[config.mk]
export PLATFORM = sky130hd
export DESIGN_NAME = uart_receiver
export DESIGN_NICKNAME = d
export VERILOG_FILES = /design/src/rtl/uart_receiver.sv
export SDC_FILE = /design/constraint.sdc
export NUM_CORES = 1
export LEC_CHECK = 0
export ABC_AREA = 1
export CAP_MARGIN = 20
export CORE_UTILIZATION = 38
export CTS_CLUSTER_SIZE = 10
export DETAILED_ROUTE_END_ITERATION = 7
export PLACE_DENSITY = 0.64
export SYNTH_ARGS = -nofsm -noshare
export SYNTH_HDL_FRONTEND = slang
export SYNTH_SLANG_ARGS = --single-unit
[constraint.sdc]
create_clock -name pclk -period 4.05 [get_ports pclk]
set_input_delay 0.6075 -clock pclk [delete_from_list [all_inputs] [get_ports pclk]]
set_output_delay 0.6075 -clock pclk [all_outputs]
set_load 0.05 [all_outputs]
[src/rtl/uart_receiver.sv]
// UART receiver: 16x oversampled serial input, 8 data bits,
// optional even parity, one stop bit, RX FIFO write interface.
module uart_receiver (
    input  logic       pclk,
    input  logic       prst_n,
    input  logic       brg_rx_sample,
    input  logic       apb_d9,
    input  logic       apb_af,
    input  logic       apb_rx_en,
    input  logic       rx_rxff_full,
    input  logic       uart_rx,
    output logic       rx_rxff_wr,
    output logic [7:0] rx_data,
    output logic       rx_parity_err,
    output logic       rx_frame_err,
    output logic       rx_overrun,
    output logic       uart_rts,
    output logic       rx_busy
);

    typedef enum logic [2:0] {
        S_IDLE,
        S_START,
        S_DATA,
        S_PARITY,
        S_STOP
    } state_t;

    state_t     r_state;
    state_t     w_state_n;
    logic [3:0] r_tcnt;
    logic [3:0] w_tcnt_n;
    logic [2:0] r_bidx;
    logic [2:0] w_bidx_n;
    logic [7:0] r_shreg;
    logic [7:0] w_shreg_n;
    logic       r_d9;
    logic       w_d9_n;
    logic       r_perr;
    logic       w_perr_n;
    logic       r_ferr;
    logic       w_ferr_n;
    logic       r_done;
    logic       w_done_n;
    logic       r_rx_m;
    logic       r_rx_s;

    // Two-flop synchronizer for the asynchronous serial line
    always_ff @(posedge pclk or negedge prst_n) begin
        if (!prst_n) begin
            r_rx_m <= 1'b1;
            r_rx_s <= 1'b1;
        end else begin
            r_rx_m <= uart_rx;
            r_rx_s <= r_rx_m;
        end
    end

    // Receiver state, counters and shift register
    always_ff @(posedge pclk or negedge prst_n) begin
        if (!prst_n) begin
            r_state <= S_IDLE;
            r_tcnt  <= 4'd0;
            r_bidx  <= 3'd0;
            r_shreg <= 8'h00;
            r_d9    <= 1'b0;
            r_perr  <= 1'b0;
            r_ferr  <= 1'b0;
            r_done  <= 1'b0;
        end else begin
            r_state <= w_state_n;
            r_tcnt  <= w_tcnt_n;
            r_bidx  <= w_bidx_n;
            r_shreg <= w_shreg_n;
            r_d9    <= w_d9_n;
            r_perr  <= w_perr_n;
            r_ferr  <= w_ferr_n;
            r_done  <= w_done_n;
        end
    end

    // Next-state logic; everything advances on sample ticks only
    always_comb begin
        w_state_n = r_state;
        w_tcnt_n  = r_tcnt;
        w_bidx_n  = r_bidx;
        w_shreg_n = r_shreg;
        w_d9_n    = r_d9;
        w_perr_n  = r_perr;
        w_ferr_n  = r_ferr;
        w_done_n  = 1'b0;
        if (!apb_rx_en) begin
            w_state_n = S_IDLE;
            w_tcnt_n  = 4'd0;
            w_bidx_n  = 3'd0;
            w_perr_n  = 1'b0;
        end else if (brg_rx_sample) begin
            unique case (r_state)
                S_IDLE: begin
                    if (!r_rx_s) begin
                        w_state_n = S_START;
                        w_tcnt_n  = 4'd0;
                    end
                end
                S_START: begin
                    w_tcnt_n = r_tcnt + 4'd1;
                    if (r_tcnt == 4'd7) begin
                        w_tcnt_n = 4'd0;
                        if (!r_rx_s) begin
                            w_state_n = S_DATA;
                            w_bidx_n  = 3'd0;
                            w_d9_n    = apb_d9;
                            w_perr_n  = 1'b0;
                        end else begin
                            w_state_n = S_IDLE;
                        end
                    end
                end
                S_DATA: begin
                    w_tcnt_n = r_tcnt + 4'd1;
                    if (r_tcnt == 4'd15) begin
                        w_shreg_n = {r_rx_s, r_shreg[7:1]};
                        w_bidx_n  = r_bidx + 3'd1;
                        if (r_bidx == 3'd7) begin
                            w_state_n = r_d9 ? S_PARITY : S_STOP;
                        end
                    end
                end
                S_PARITY: begin
                    w_tcnt_n = r_tcnt + 4'd1;
                    if (r_tcnt == 4'd15) begin
                        w_perr_n  = r_rx_s ^ (^r_shreg);
                        w_state_n = S_STOP;
                    end
                end
                S_STOP: begin
                    w_tcnt_n = r_tcnt + 4'd1;
                    if (r_tcnt == 4'd15) begin
                        w_ferr_n  = ~r_rx_s;
                        w_done_n  = 1'b1;
                        w_state_n = S_IDLE;
                    end
                end
                default: w_state_n = S_IDLE;
            endcase
        end
    end

    // Deliver the completed byte one cycle after the stop sample
    always_ff @(posedge pclk or negedge prst_n) begin
        if (!prst_n) begin
            rx_rxff_wr    <= 1'b0;
            rx_overrun    <= 1'b0;
            rx_data       <= 8'h00;
            rx_parity_err <= 1'b0;
            rx_frame_err  <= 1'b0;
        end else begin
            rx_rxff_wr <= 1'b0;
            rx_overrun <= 1'b0;
            if (r_done && apb_rx_en) begin
                if (!rx_rxff_full) begin
                    rx_rxff_wr    <= 1'b1;
                    rx_data       <= r_shreg;
                    rx_parity_err <= r_perr & r_d9;
                    rx_frame_err  <= r_ferr;
                end else begin
                    rx_overrun <= 1'b1;
                end
            end
        end
    end

    assign uart_rts = apb_af & rx_rxff_full;
    assign rx_busy  = (r_state != S_IDLE);

endmodule

* Word level (Yosys, flattened, before mapping) *
Index checks and enable logic that the tools add are counted.

word-level totals
  register bits = 36
  logic and storage cells = 89

operators by class
  eq/ne operators = 18
  multiplexer cells = 36
  reduce and logical (&&, ||, !) cells = 13
  bitwise logic cells = 5
  add/subtract/negate cells = 2

operator list
  kind                                                    count
  two-way mux 3 bit                                       14
  inequality test 3 bit (second input constant)           7
  two-way mux 4 bit                                       4
  one-hot mux 3 bit (5 select lines)                      1
  AND reduction 5 bit                                     3
  two-way mux 1 bit                                       13
  one-hot mux 4 bit (3 select lines)                      1
  AND reduction 4 bit                                     2
  parity 8 bit                                            1
  AND reduction 7 bit                                     1
  == test 3 x 2 -> 1 bit (second input constant)          2
  == test 3 bit (second input constant)                   2
  inequality test 3 x 1 -> 1 bit (second input constant)  2
  one-hot mux 3 bit (2 select lines)                      1
  adder 4 x 1 -> 4 bit (second input constant)            1
  == test 4 x 3 -> 1 bit (second input constant)          1
  == test 4 bit (second input constant)                   1
  inequality test 4 x 2 -> 1 bit (second input constant)  1
  adder 3 x 1 -> 3 bit (second input constant)            1
  == test 3 x 1 -> 1 bit (second input constant)          1
  zero test 3 bit                                         1
  AND reduction 3 bit                                     1
  nonzero test 3 bit                                      1
  OR reduction 3 bit                                      1
  8 further kinds                                         10

* Logic depth before layout (Yosys ltp) *
  depth in word-level cells = 6
  gate-level depth with buffers = 10

* Worst setup path before layout *
OpenSTA, ideal clock, no wires.

  kind = input -> output
  start point = input port apb_af
  end point = output port uart_rts
  buffers on the path = 0
  stages = 2
  setup slack = 2495 ps
  data arrival time = 947 ps
  required time = 3442 ps
  cell sequence = nand2_1 > inv_1

on the way
  cells in the longest elaborated chain, start to end = 1

RTL lines
  element             line  source
  start: declaration  8     input logic apb_af,
  AND 1 bit           173   assign uart_rts = apb_af & rx_rxff_full;
  end: declaration    17    output logic uart_rts,

Every way passes these cells.

* Worst setup path after layout *
  start point = input port rx_rxff_full
  end point = output port uart_rts

on the way
  cells in the longest elaborated chain, start to end = 1

RTL lines
  element             line  source
  start: declaration  10    input logic rx_rxff_full,
  AND 1 bit           173

Every way passes these cells.

==> flow_summary_export.csv <==
group,metric,value,unit
power,clkPwrFrac,32.6,%
power,vdd_ir_drop_max,0.0002160,V
layout,nets,270,
sta,setup_viol,0,
global_routing,antenna_found_initial,0,
power,p_switching,0.0003314,W
route,wl_per_cell,10.82,um
synth,synth_top_cell_by_area,"dfrtp_1",
power,seq_power_share,42.9,%
synth,synth.top_cells.by_area,"dfrtp_1, nand2_1, o21ai_1",
cts,cts_buffers,5,
setup_path,slowest_stage,"clkdlybuf4s50_1",
global_routing,grt-ovfl-total,0,
synth,synth-seq-cells,36,
layout,multi_input_area,844.6,um2
layout,n_fill_cell,476,
layout,layout_common_cells,"nand2_1, dfrtp_1, clkdlybuf4s50_1, o21ai_1, inv_1",
cts,htree_num_levels,2,
floorplan,initial_core_util,39.55,%
synth,synth_edf_count,0,
global_routing,grt_pass1_wl,6306,um
route,dr.pass1.iters,4,
synth,synth_flop_cell,"dfrtp_1",
sta,fmaxAchievable,374.6,MHz
cts,ctsResizeCount,0,
global_routing,grt_pass1_vias,1437,
placed_design,io_buffer_count,21,
cts,clkLatencyLatePin,0.29,ns
synth,postSynthAreaPerCell,7.983,um2
cts,cts_hold_buf,0,
floorplan,die_x,72.12,um
route,drtIter0Drc,112,
placed_design,post-place-ws,1.380,ns
setup_path,required,3.44,ns
floorplan,chipHeight,72.12,um
setup_path,cp_common_cell,"clkdlybuf4s50_1",
global_routing,gr-usage-met2,23.68,%
placed_design,dp.final_hpwl,2555,um
floorplan,rows,25,
layout,syn_to_final_growth,20.63,%
layout,n_antenna_cell,0,
route,routed_wl,3539,um
placed_design,place_congestion,0.8993,
sta,slew-limit-headroom,66.55,%
layout,seq_area,903.4,um2
synth,synth_warnings,0,
min_path,worstHoldPathType,"reg -> reg",
route,drc,0,
route,dr_total_vias,1544,
cts,cts_setup_buffers,0,
synth,async_flop_share,100.0,%
synth,synth_cell_types,28,
route,via_per_inst,4.722,
power,switching_share,34.01,%
sta,tightest_slew,0.5002,ns
sta,rsz0062_at_grt,"false",
global_routing,top_usage_layer,"met2",
floorplan,die-area,0.005201,mm2
setup_path,crit_type,"in -> out",
global_routing,grt_util_all_layers,15.76,%
setup_path,worstPathArrival,2.06,ns
sta,finalHoldViolations,0,
run,cap_viol_max_count,0,
setup_path,critical_path.endpoint_type,"primary output",
sta,drv_slew,0,
status,status,"finished, final reports clean",
cts,clkTransAtPathRegs,0.08,ns
floorplan,boundaryPins,22,
setup_path,start_kind,"input pin",
global_routing,grt_start_max_net_pins,37,
layout,final_common_cell,"nand2_1",
power,p_int,0.0006431,W
cts,cts-root-buf,"clkbuf_8",
power,p_per_area,432.5,mW/mm2
setup_path,slowest_delay,0.78,ns
global_routing,use_met1,21.05,%
sta,fin_crit,2.669,ns
cts,cts.sink_count,36,
floorplan,core,0.004723,mm2
cts,cts_tree,"built",
global_routing,met3_usage,3.333,%
sta,finClkSkew,0.005956,ns
layout,drive_above_1_share,11.92,%
setup_path,cp_cell_sequence,"clkdlybuf4s50_1 -> nand2_1 -> inv_1 -> clkdlybuf4s50_1",
synth,synth_area,0.001868,mm2
synth,netlist.area_leader.share,45.55,%
power,leakage,1.084,nW
sta,fin_crit_sh,65.91,%
synth,synthesis.nets,245,
setup_path,path_max_fanout,3,
layout,fin_util,47.71,%
sta,layout_setup_ws,1.381,ns
synth,syn_inst,234,
route,ant_nets,0,
sta,fin_setup_tns,0,ns
power,comb_power_share,24.6,%
synth,synth-seq-area-share,48.36,%
cts,clk_path_buf_depth,2,
==> area by class of cell <==
type                            count  area share (%)
Sequential cell                    36           40.09
Multi-Input combinational cell    170           37.48
Timing Repair Buffer               22           9.661
Inverter                           24           4.109
Tap cell                           67           3.720
Clock buffer                        5           3.054
Clock inverter                      3           1.888
==> stage by stage <==
step / power [W] / instances / hold slack [ns] / instance area [um2]
after floorplan: 0.0006009 / 234 / 0.3119 / 1868
after detailed placement: 0.0006649 / 319 / 0.3468 / 2142
after global routing: 0.001030 / 327 / 0.3642 / 2253
final: 0.0009745 / 327 / 0.3579 / 2253
after CTS: 0.0009860 / 327 / 0.3579 / 2253
after global placement: 0.0006630 / 319 / 0.3465 / 2142
==> state kept, by name, summed over array words and instances (netlist names), 3 cells and up <==
name	cells
r_state	3
rx_data	8
r_shreg	8
r_bidx	3
r_tcnt	4
==> worst paths after layout <==
kind                         endpoint  slack [ns]  cells past startpoint    startpoint
max                          uart_rts        1.38                      4  rx_rxff_full
min                            r_rx_s        0.36                      0        r_rx_m
max reg2reg                r_state[2]        2.52                      8     r_tcnt[0]
min reg2reg                    r_rx_s        0.36                      0        r_rx_m
max in group asynchronous      r_rx_m        2.98                      2        prst_n
min in group asynchronous   r_bidx[1]        0.72                      2        prst_n
==> cell usage after synthesis, types with 2 or more instances <==
| master | instances |
|---|---|
| nand3_1 | 15 |
| nand2_1 | 90 |
| nand4_1 | 4 |
| xnor2_1 | 2 |
| o21ai_0 | 2 |
| nand2_2 | 2 |
| buf_4 | 3 |
| a21oi_1 | 5 |
| inv_1 | 18 |
| dfstp_2 | 2 |
| o21ai_1 | 20 |
| nor2_2 | 4 |
| inv_2 | 5 |
| ha_1 | 3 |
| nor2_4 | 3 |
| dfrtp_1 | 34 |
| nor2_1 | 11 |
==> power by group through the flow <==
stage | sequential [W] | combinational [W] | clock (W)
6_report | 0.000418 | 0.000239 | 0.000317
5_1_grt | 0.000421 | 0.000266 | 0.000343
4_1_cts | 0.000417 | 0.000241 | 0.000327
3_5_place_dp | 0.000424 | 0.000241 | 0
3_3_place_gp | 0.000425 | 0.000238 | 0
2_1_floorplan | 0.000419 | 0.000182 | 0
==> cells by family (layout without fill, tap and decap cells) <==
group | count (synthesis) | in the layout | synth area share [%]
AOI/OAI and AO/OA | 29 | 29 | 7.971
xor gates and xnor gates | 2 | 2 | 0.9379
adders and majority gates | 3 | 3 | 2.010
buffers and inverters | 28 | 54 | 6.430
DFF | 36 | 36 | 48.36
and+or+nand+nor | 136 | 136 | 34.29
==> worst max-delay path: cells and delay by family <==
kind,cells,cell delay (ns)
buffers and inverters,3,1.38
and+or+nand+nor,1,0.07
==> metal layers <==
metal | part of all wire, % | wire length [um]
met3 | 4.4 | 155
met2 | 43 | 1529
met4 | 2.5 | 88
met1 | 50 | 1765
met5 | 0 | 0
Power figures use the tool's default switching activity.
